[src/rtl/wb_stage.sv]
// MEM/WB pipeline register with write-back commit logic.
// Latches the MEM-stage result, selects the write-back data at capture,
// and drives the register-file write port and the SP strobes.
// The strobes fire only in the first cycle an instruction is held,
// so a stalled instruction never writes twice or double-steps the SP.
// Also provides a forwarding tap and a retired-instruction counter.
module wb_stage #(
    parameter int DATA_W = 8,
    parameter int CNT_W  = 16
) (
    input  logic              clk,
    input  logic              rst_n,
    input  logic              stall,
    input  logic              flush,
    input  logic              mem_valid,
    input  logic              mem_we,
    input  logic [1:0]        mem_rd,
    input  logic [1:0]        mem_wb_sel,
    input  logic [DATA_W-1:0] mem_alu,
    input  logic [DATA_W-1:0] mem_rdata,
    input  logic [DATA_W-1:0] mem_inport,
    input  logic [DATA_W-1:0] mem_pc1,
    input  logic              mem_inc_sp,
    input  logic              mem_dec_sp,
    output logic              WE,
    output logic [1:0]        RW_addr,
    output logic [DATA_W-1:0] WD,
    output logic              IncSP,
    output logic              DecSP,
    output logic              fwd_valid,
    output logic [1:0]        fwd_addr,
    output logic [DATA_W-1:0] fwd_data,
    output logic              sp_conflict,
    output logic [CNT_W-1:0]  retired
);

    logic              validQ;
    logic              weQ;
    logic [1:0]        rdQ;
    logic [DATA_W-1:0] wdQ;
    logic              incQ;
    logic              decQ;
    logic              committedQ;
    logic              conflictQ;
    logic [CNT_W-1:0]  retiredQ;

    logic [DATA_W-1:0] wdMux;
    logic              r3Write;
    logic              incArb;
    logic              decArb;
    logic              conflictIn;
    logic              firstCycle;

    // Write-back source select, resolved before capture so WD comes straight from a flop
    always_comb begin
        wdMux = mem_alu;
        case (mem_wb_sel)
            2'b00:   wdMux = mem_alu;
            2'b01:   wdMux = mem_rdata;
            2'b10:   wdMux = mem_inport;
            2'b11:   wdMux = mem_pc1;
            default: wdMux = mem_alu;
        endcase
    end

    // SP arbitration: a GPR write to R3 beats any SP step, and decrement beats increment
    always_comb begin
        r3Write    = mem_we && (mem_rd == 2'd3);
        decArb     = mem_dec_sp && !r3Write;
        incArb     = mem_inc_sp && !mem_dec_sp && !r3Write;
        conflictIn = mem_valid && ((r3Write && (mem_inc_sp || mem_dec_sp))
                                   || (mem_inc_sp && mem_dec_sp));
    end

    // Stage register: flush loads a bubble, stall holds and marks the instruction as committed
    always_ff @(posedge clk or negedge rst_n) begin
        if (!rst_n) begin
            validQ     <= 1'b0;
            weQ        <= 1'b0;
            rdQ        <= 2'd0;
            wdQ        <= '0;
            incQ       <= 1'b0;
            decQ       <= 1'b0;
            committedQ <= 1'b0;
            conflictQ  <= 1'b0;
        end else if (flush) begin
            validQ     <= 1'b0;
            weQ        <= 1'b0;
            incQ       <= 1'b0;
            decQ       <= 1'b0;
            committedQ <= 1'b0;
            conflictQ  <= 1'b0;
        end else if (stall) begin
            committedQ <= committedQ || validQ;
        end else begin
            validQ     <= mem_valid;
            weQ        <= mem_we && mem_valid;
            rdQ        <= mem_rd;
            wdQ        <= wdMux;
            incQ       <= incArb && mem_valid;
            decQ       <= decArb && mem_valid;
            committedQ <= 1'b0;
            conflictQ  <= conflictIn;
        end
    end

    // Retired counter bumps when a valid instruction is loaded, so it is visible in its commit cycle
    always_ff @(posedge clk or negedge rst_n) begin
        if (!rst_n) begin
            retiredQ <= '0;
        end else if (!flush && !stall && mem_valid) begin
            retiredQ <= retiredQ + CNT_W'(1);
        end
    end

    // Commit strobes are gated to the first held cycle; the forwarding tap stays up for the whole hold
    always_comb begin
        firstCycle  = validQ && !committedQ;
        WE          = firstCycle && weQ;
        IncSP       = firstCycle && incQ;
        DecSP       = firstCycle && decQ;
        RW_addr     = rdQ;
        WD          = wdQ;
        fwd_valid   = validQ && weQ;
        fwd_addr    = rdQ;
        fwd_data    = wdQ;
        sp_conflict = conflictQ;
        retired     = retiredQ;
    end

endmodule

[config.mk]
export PLATFORM = sky130hd
export DESIGN_NAME = wb_stage
export DESIGN_NICKNAME = d
export VERILOG_FILES = /design/src/rtl/wb_stage.sv
export SDC_FILE = /design/constraint.sdc
export NUM_CORES = 1
export LEC_CHECK = 0
export CAP_MARGIN = 20
export CORE_MARGIN = 4
export CORE_UTILIZATION = 35
export DETAILED_ROUTE_END_ITERATION = 8
export PLACE_DENSITY_LB_ADDON = 0.25
export SLEW_MARGIN = 40
export SYNTH_ARGS = -nofsm -noshare
export SYNTH_HDL_FRONTEND = slang
export SYNTH_SLANG_ARGS = --single-unit
[constraint.sdc]
create_clock -name clk -period 1.7 [get_ports clk]
set_input_delay 0.51 -clock clk [delete_from_list [all_inputs] [get_ports clk]]
set_output_delay 0.51 -clock clk [all_outputs]
set_load 0.03 [all_outputs]
==> results of run 1 <==
==> registers in the layout, indices dropped and copies added, names as in the netlist <==
signal / count
incQ: 1
weQ: 1
decQ: 1
retired: 16
sp_conflict: 1
validQ: 1
WD: 8
RW_addr: 2
committedQ: 1
==> area by class of cell <==
class,count,area [sq um],area share
timing repair buffer,107,1013,0.3702
clock inverter,2,35.03,0.01280
tap,52,65.06,0.02377
clock buffer,6,72.57,0.02651
multi-input combinational,76,747.0,0.2729
inverter,1,3.754,0.001371
sequential,32,800.8,0.2925
==> synth_stat cells (2+ instances only) <==
cell	count
dfrtp_1	32
buf_4	12
mux2_2	11
xnor2_1	11
mux4_2	8
nand3_1	8
and2_1	6
and4_1	4
nand2_1	4
nor2_1	4
xor2_1	4
a32o_1	3
and3_1	3
nand4_1	2
nor2b_1	2
==> kinds of logic after synthesis <==
family | Yosys count | synth area share
AO/OA/AOI/OAI | 5 | 0.02853
XOR/XNOR | 15 | 0.08095
adder cells (fa/ha/maj) | 2 | 0.01388
buffers and inverters | 15 | 0.06322
flip-flops | 32 | 0.4934
multiplexers | 19 | 0.1874
AND/OR/NAND/NOR | 35 | 0.1326
==> placed cells by master (no fill, tap or decap), types with 2 or more instances in the layout <==
cell             count
and4_1               2
and4_4               2
dfrtp_1             32
nand4_1              2
buf_6                5
xor2_1               4
and2_4               3
xnor2_1             11
and2_1               3
nand2_1              4
mux2_2              11
and3_1               3
clkbuf_8             5
a32o_1               3
nand3_1              8
nor2_2               3
clkdlybuf4s50_1     42
mux4_2               8
buf_4               20
dlygate4sd2_1       36
buf_12               3
==> metrics by stage <==
step	power (W)	cell area (sq um)
after floorplan	0.001502	1623
after global placement	0.002020	2620
after detailed placement	0.002040	2620
after CTS	0.002686	2726
after global routing	0.002778	2738
final	0.002655	2738
==> worst paths after layout <==
kind	startpoint	endpoint	slack (ns)	cells past startpoint
hold reg to reg	retired[15]	retired[15]	0.47	1
setup reg to reg	retired[6]	retired[9]	0.32	5
setup / recovery	stall	retired[8]	0.04	5
max in group asynchronous	rst_n	retired[8]	0.94	2
hold / removal	retired[15]	retired[15]	0.47	1
min in group asynchronous	rst_n	retired[10]	0.59	2
==> power by group <==
group / leakage, nW / switching, W / internal (W)
Clock: 0.0552 / 0.000280 / 0.000434
Sequential: 0.415 / 0.0000893 / 0.000864
Combinational: 0.836 / 0.000514 / 0.000473
Total: 1.31 / 0.000883 / 0.00177
==> timing repair <==
action | 4_1_cts | 5_1_grt
pin swaps | 2 | 2
buffers inserted | 1 | 1
setup endpoints to repair | 52 | 21
gates resized for setup | 50 | 7
hold endpoints to repair | 0 | 0
hold buffers | 0 | 0
==> worst max-delay path: stages <==
cell,delay (ns)
clkdlybuf4s50_1,0.45
and4bb_4,0.36
and4_4,0.26
nand3_1,0.10
xnor2_1,0.14
==> per-layer routing <==
layer  track usage  vias up  wire, microns
met1        0.1694      654           1622
met4       0.06818        0             61
met3       0.05792        7            363
met5             0        -              0
met2        0.2483       58           2144
li1              -      637              -
==> impl_metrics.yaml, run 1 <==
outcome:
  status: "finished, final reports clean"
synth:
  dominantRegCellSynth: "dfrtp_1"
  synth_edf_count: 0
  yosysTopAreaCellShare: 0.4934
  syn_inst: 123
  syn-num-nets: 168
  synth_area_leaders: "dfrtp_1, mux4_2, mux2_2"
  yosysSeqAreaShare: 0.4934
  yosys_warnings: 0
  synth_top_area_cell: "dfrtp_1"
  ys_ff_latch: 32
  synth_area_per_cell_sq_um: 13.19
  synth_area_sq_um: 1623
  async_flop_share: 1.000
  synth_cell_types: 24
cells_and_area:
  fillCellCount: 357
  area_growth_pct: 68.70
  n_antenna_cell: 0
  drive_gt1_frac: 0.2946
  instances_no_fill: 276
  nets: 268
  fin_util: 0.6202
global_routing:
  track_usage: 0.1498
  grt_max_degree: 33
  grt-ovfl-total: 0
  antenna_found_initial: 0
  grt_pass1_vias: 1533
  grt_pass1_wl_mm: 6.955
timing:
  slew_violations: 0
  fmax_ghz: 0.6035
  worst_slack_ns: 0.04290
  timing.final.crit_share: 0.9748
  hold_ws_ns: 0.4683
  worst_pin_slew_ns: 0.4528
  max_slew_margin: 0.6975
  fin_crit_ns: 1.657
  setup_tns_ns: 0
  finalHoldViolations: 0
  setup_viol: 0
  rsz0062_at_grt: "true"
  fin_skew_ns: 0.005227
die:
  chipHeight_microns: 76.09
  die_area_sq_um: 5790
  coreArea_sq_um: 4414
  num_rows: 24
  die_w_microns: 76.09
  num_io_pins: 85
  initial_core_util: 0.3676
routing:
  vias: 1356
  wl_per_cell_microns: 15.19
  drc: 0
  final_antenna_net_count: 0
  via_per_inst: 4.913
  drtIter0Drc: 58
  drt_wl_total_mm: 4.192
  drt_first_pass_iters: 4
place:
  hpwl_mm: 3.342
  portBuffers: 84
  gp_congestion: 0.7715
  pre_cts_slack_ns: -0.3571
  dp_cells: 267
clocking:
  cts_buffers: 5
  tritoncts: "done"
  ctsLongestPathBuffers: 2
  clk_latency_ns: 0.29
  cts-root-buf: "clkbuf_8"
  cts_sinks: 32
  h-tree-depth: 2
  clk_pin_slew_ns: 0.07
worst_setup_path:
  crit_type: "primary input to flop"
  cp-start-kind: "primary input"
  end_kind: "flop"
  cp_data_required_time_ns: 1.87
  path_max_fanout: 5
  arrival_ns: 1.82
flow_run:
  drv_cap: 0
pwr:
  p_leak_nw: 1.307
  ir_drop_v: 0.0005261
  p_per_area_nw_per_um2: 969.8
hold_path:
  min_path_type: "flop to flop"
Power figures use the tool's default switching activity.
==> run 2: changes to the inputs <==
Settings changed: CAP_MARGIN 20 to 10.
Clock period 1.7 ns to 1.6 ns, I/O delays scaled along.
==> impl_metrics.yaml, run 2 (same netlist as run 1, synthesis figures left out) <==
clocking:
  cts_buffers: 5
  ctsLongestPathBuffers: 2
  tritoncts: "done"
  h-tree-depth: 2
  cts_sinks: 32
  clk_latency_ns: 0.28
  cts-root-buf: "clkbuf_8"
  holdBufCountCts: 0
  clk_pin_slew_ns: 0.06
die:
  coreArea_sq_um: 4414
  num_rows: 24
  die_area_sq_um: 5790
  initial_core_util: 0.3676
  chipHeight_microns: 76.09
  die_w_microns: 76.09
  num_io_pins: 85
pwr:
  netSwitchingFraction: 0.3437
  intPower_w: 0.001784
  p_leak_nw: 1.302
  power.switching_w: 0.0009342
  ir_drop_v: 0.0005075
  p_comb_frac: 0.391
  pwr-share-seq: 0.376
  clkPwrFrac: 0.233
  p_total_w: 0.002718
  p_per_area_nw_per_um2: 994.1
worst_setup_path:
  cp_num_buf_inv: 1
  crit_type: "flop to output pin"
  cp_data_required_time_ns: 1.12
  critPathSlowestCell: "dfrtp_1"
  path_max_fanout: 3
  r2r-start: "retired[2]"
  slowest_delay_ns: 0.41
  r2r_slack_ns: 0.17
  cp-start-kind: "flop"
  reg2reg_to: "retired[11]"
  arrival_ns: 1.10
  critical_path_depth: 3
  reg2regPathDepth: 5
  cp_top_family: "flip-flops"
  cp_cell_sequence: "nor2b_4, and2_4, buf_6"
  end_kind: "output pin"
routing:
  drt_first_pass_iters: 2
  drt_wl_total_mm: 4.347
  drtIter0Drc: 31
  drc: 0
  final_antenna_net_count: 0
  via_per_inst: 4.813
  wl_per_cell_microns: 15.64
  vias: 1338
timing:
  timing.final.crit_share: 0.9856
  worst_pin_slew_ns: 0.3128
  slew_violations: 0
  worst_slack_ns: 0.02299
  rsz0062_at_grt: "true"
  fin_crit_ns: 1.577
  fin_skew_ns: 0.006207
  max_slew_margin: 0.7923
  fmax_ghz: 0.6341
  setup_viol: 0
  finalHoldViolations: 0
cells_and_area:
  drive_gt1_frac: 0.3274
  final_cell_mix: "clkdlybuf4s50_1, dfrtp_1, dlygate4sd2_1"
  layout_commonest_cell: "clkdlybuf4s50_1"
  nets: 270
  n_antenna_cell: 0
  area_growth_pct: 68.47
  largest_reg_flops: 16
flow_run:
  drv_cap: 0
hold_path:
  min_path_cells: 1
  min_path_type: "flop to flop"
  min-delay-start: "retired[15]"
  hold_end: "retired[15]"
global_routing:
  grt_pass1_wl_mm: 7.265
  grt_max_degree: 33
  grt-ovfl-total: 0
  track_usage: 0.1534
  antenna_found_initial: 0
  grt_pass1_vias: 1574
place:
  portBuffers: 84
  hpwl_mm: 3.424
  pre_cts_slack_ns: -0.4420
  gp_congestion: 0.7443
outcome:
  status: "finished, final reports clean"
-- run 2: how the worst max path moves through the flow --
stage | to | start | slack, ns
finish | IncSP | committedQ | 0.02
global route | IncSP | committedQ | -0.01
CTS | DecSP | validQ | -0.003
floorplan | WD[0] | mem_wb_sel[0] | 0.08
global placement | WD[4] | mem_wb_sel[0] | -0.40
detailed placement | WD[3] | mem_wb_sel[0] | -0.44
-- run 2: repair_timing --
item                                    in CTS  in global routing
endpoints found under the setup margin      49                 11
endpoints found under the hold margin        0                  0
pin swaps                                    2                  5
buffers inserted                             1                  0
resized for setup                           42                 11
-- run 2: metal layers --
layer	routed length, microns	part of all wire	GRT usage
met4	93	0.021	0.06643
met3	314	0.072	0.05319
met2	2139	0.49	0.2483
met5	0	0	0
met1	1799	0.41	0.1841
-- run 2: power groups by stage --
stage	sequential [W]	clock [W]	combinational [W]
2_1_floorplan	0.00124	0	0.000357
3_3_place_gp	0.00103	0	0.00113
3_5_place_dp	0.00103	0	0.00114
4_1_cts	0.00102	0.000646	0.00107
5_1_grt	0.00104	0.000683	0.00113
6_report	0.00102	0.000633	0.00106
-- run 2: through the flow --
step                      cell area [sq um]  hold WS, ns  setup TNS [ns]  utilization  std cells
after floorplan                        1623       0.1844               0            -        123
after global placement                 2618       0.4568          -8.272       0.5930        269
after detailed placement               2618       0.4775          -9.405       0.5930        269
after CTS                              2704       0.4836       -0.003778       0.6125        278
after global routing                   2734       0.5261        -0.01884       0.6193        278
final                                  2734       0.4801               0       0.6193        278
-- run 2: final cells by class --
type / count / area (sq um)
multi-input cells: 76 / 750.7
well taps: 52 / 65.06
fillers: 359 / 1680
flip-flops and latches: 32 / 800.8
repair buffers: 109 / 1023
inverters: 1 / 3.754
clock buffers: 8 / 90.09
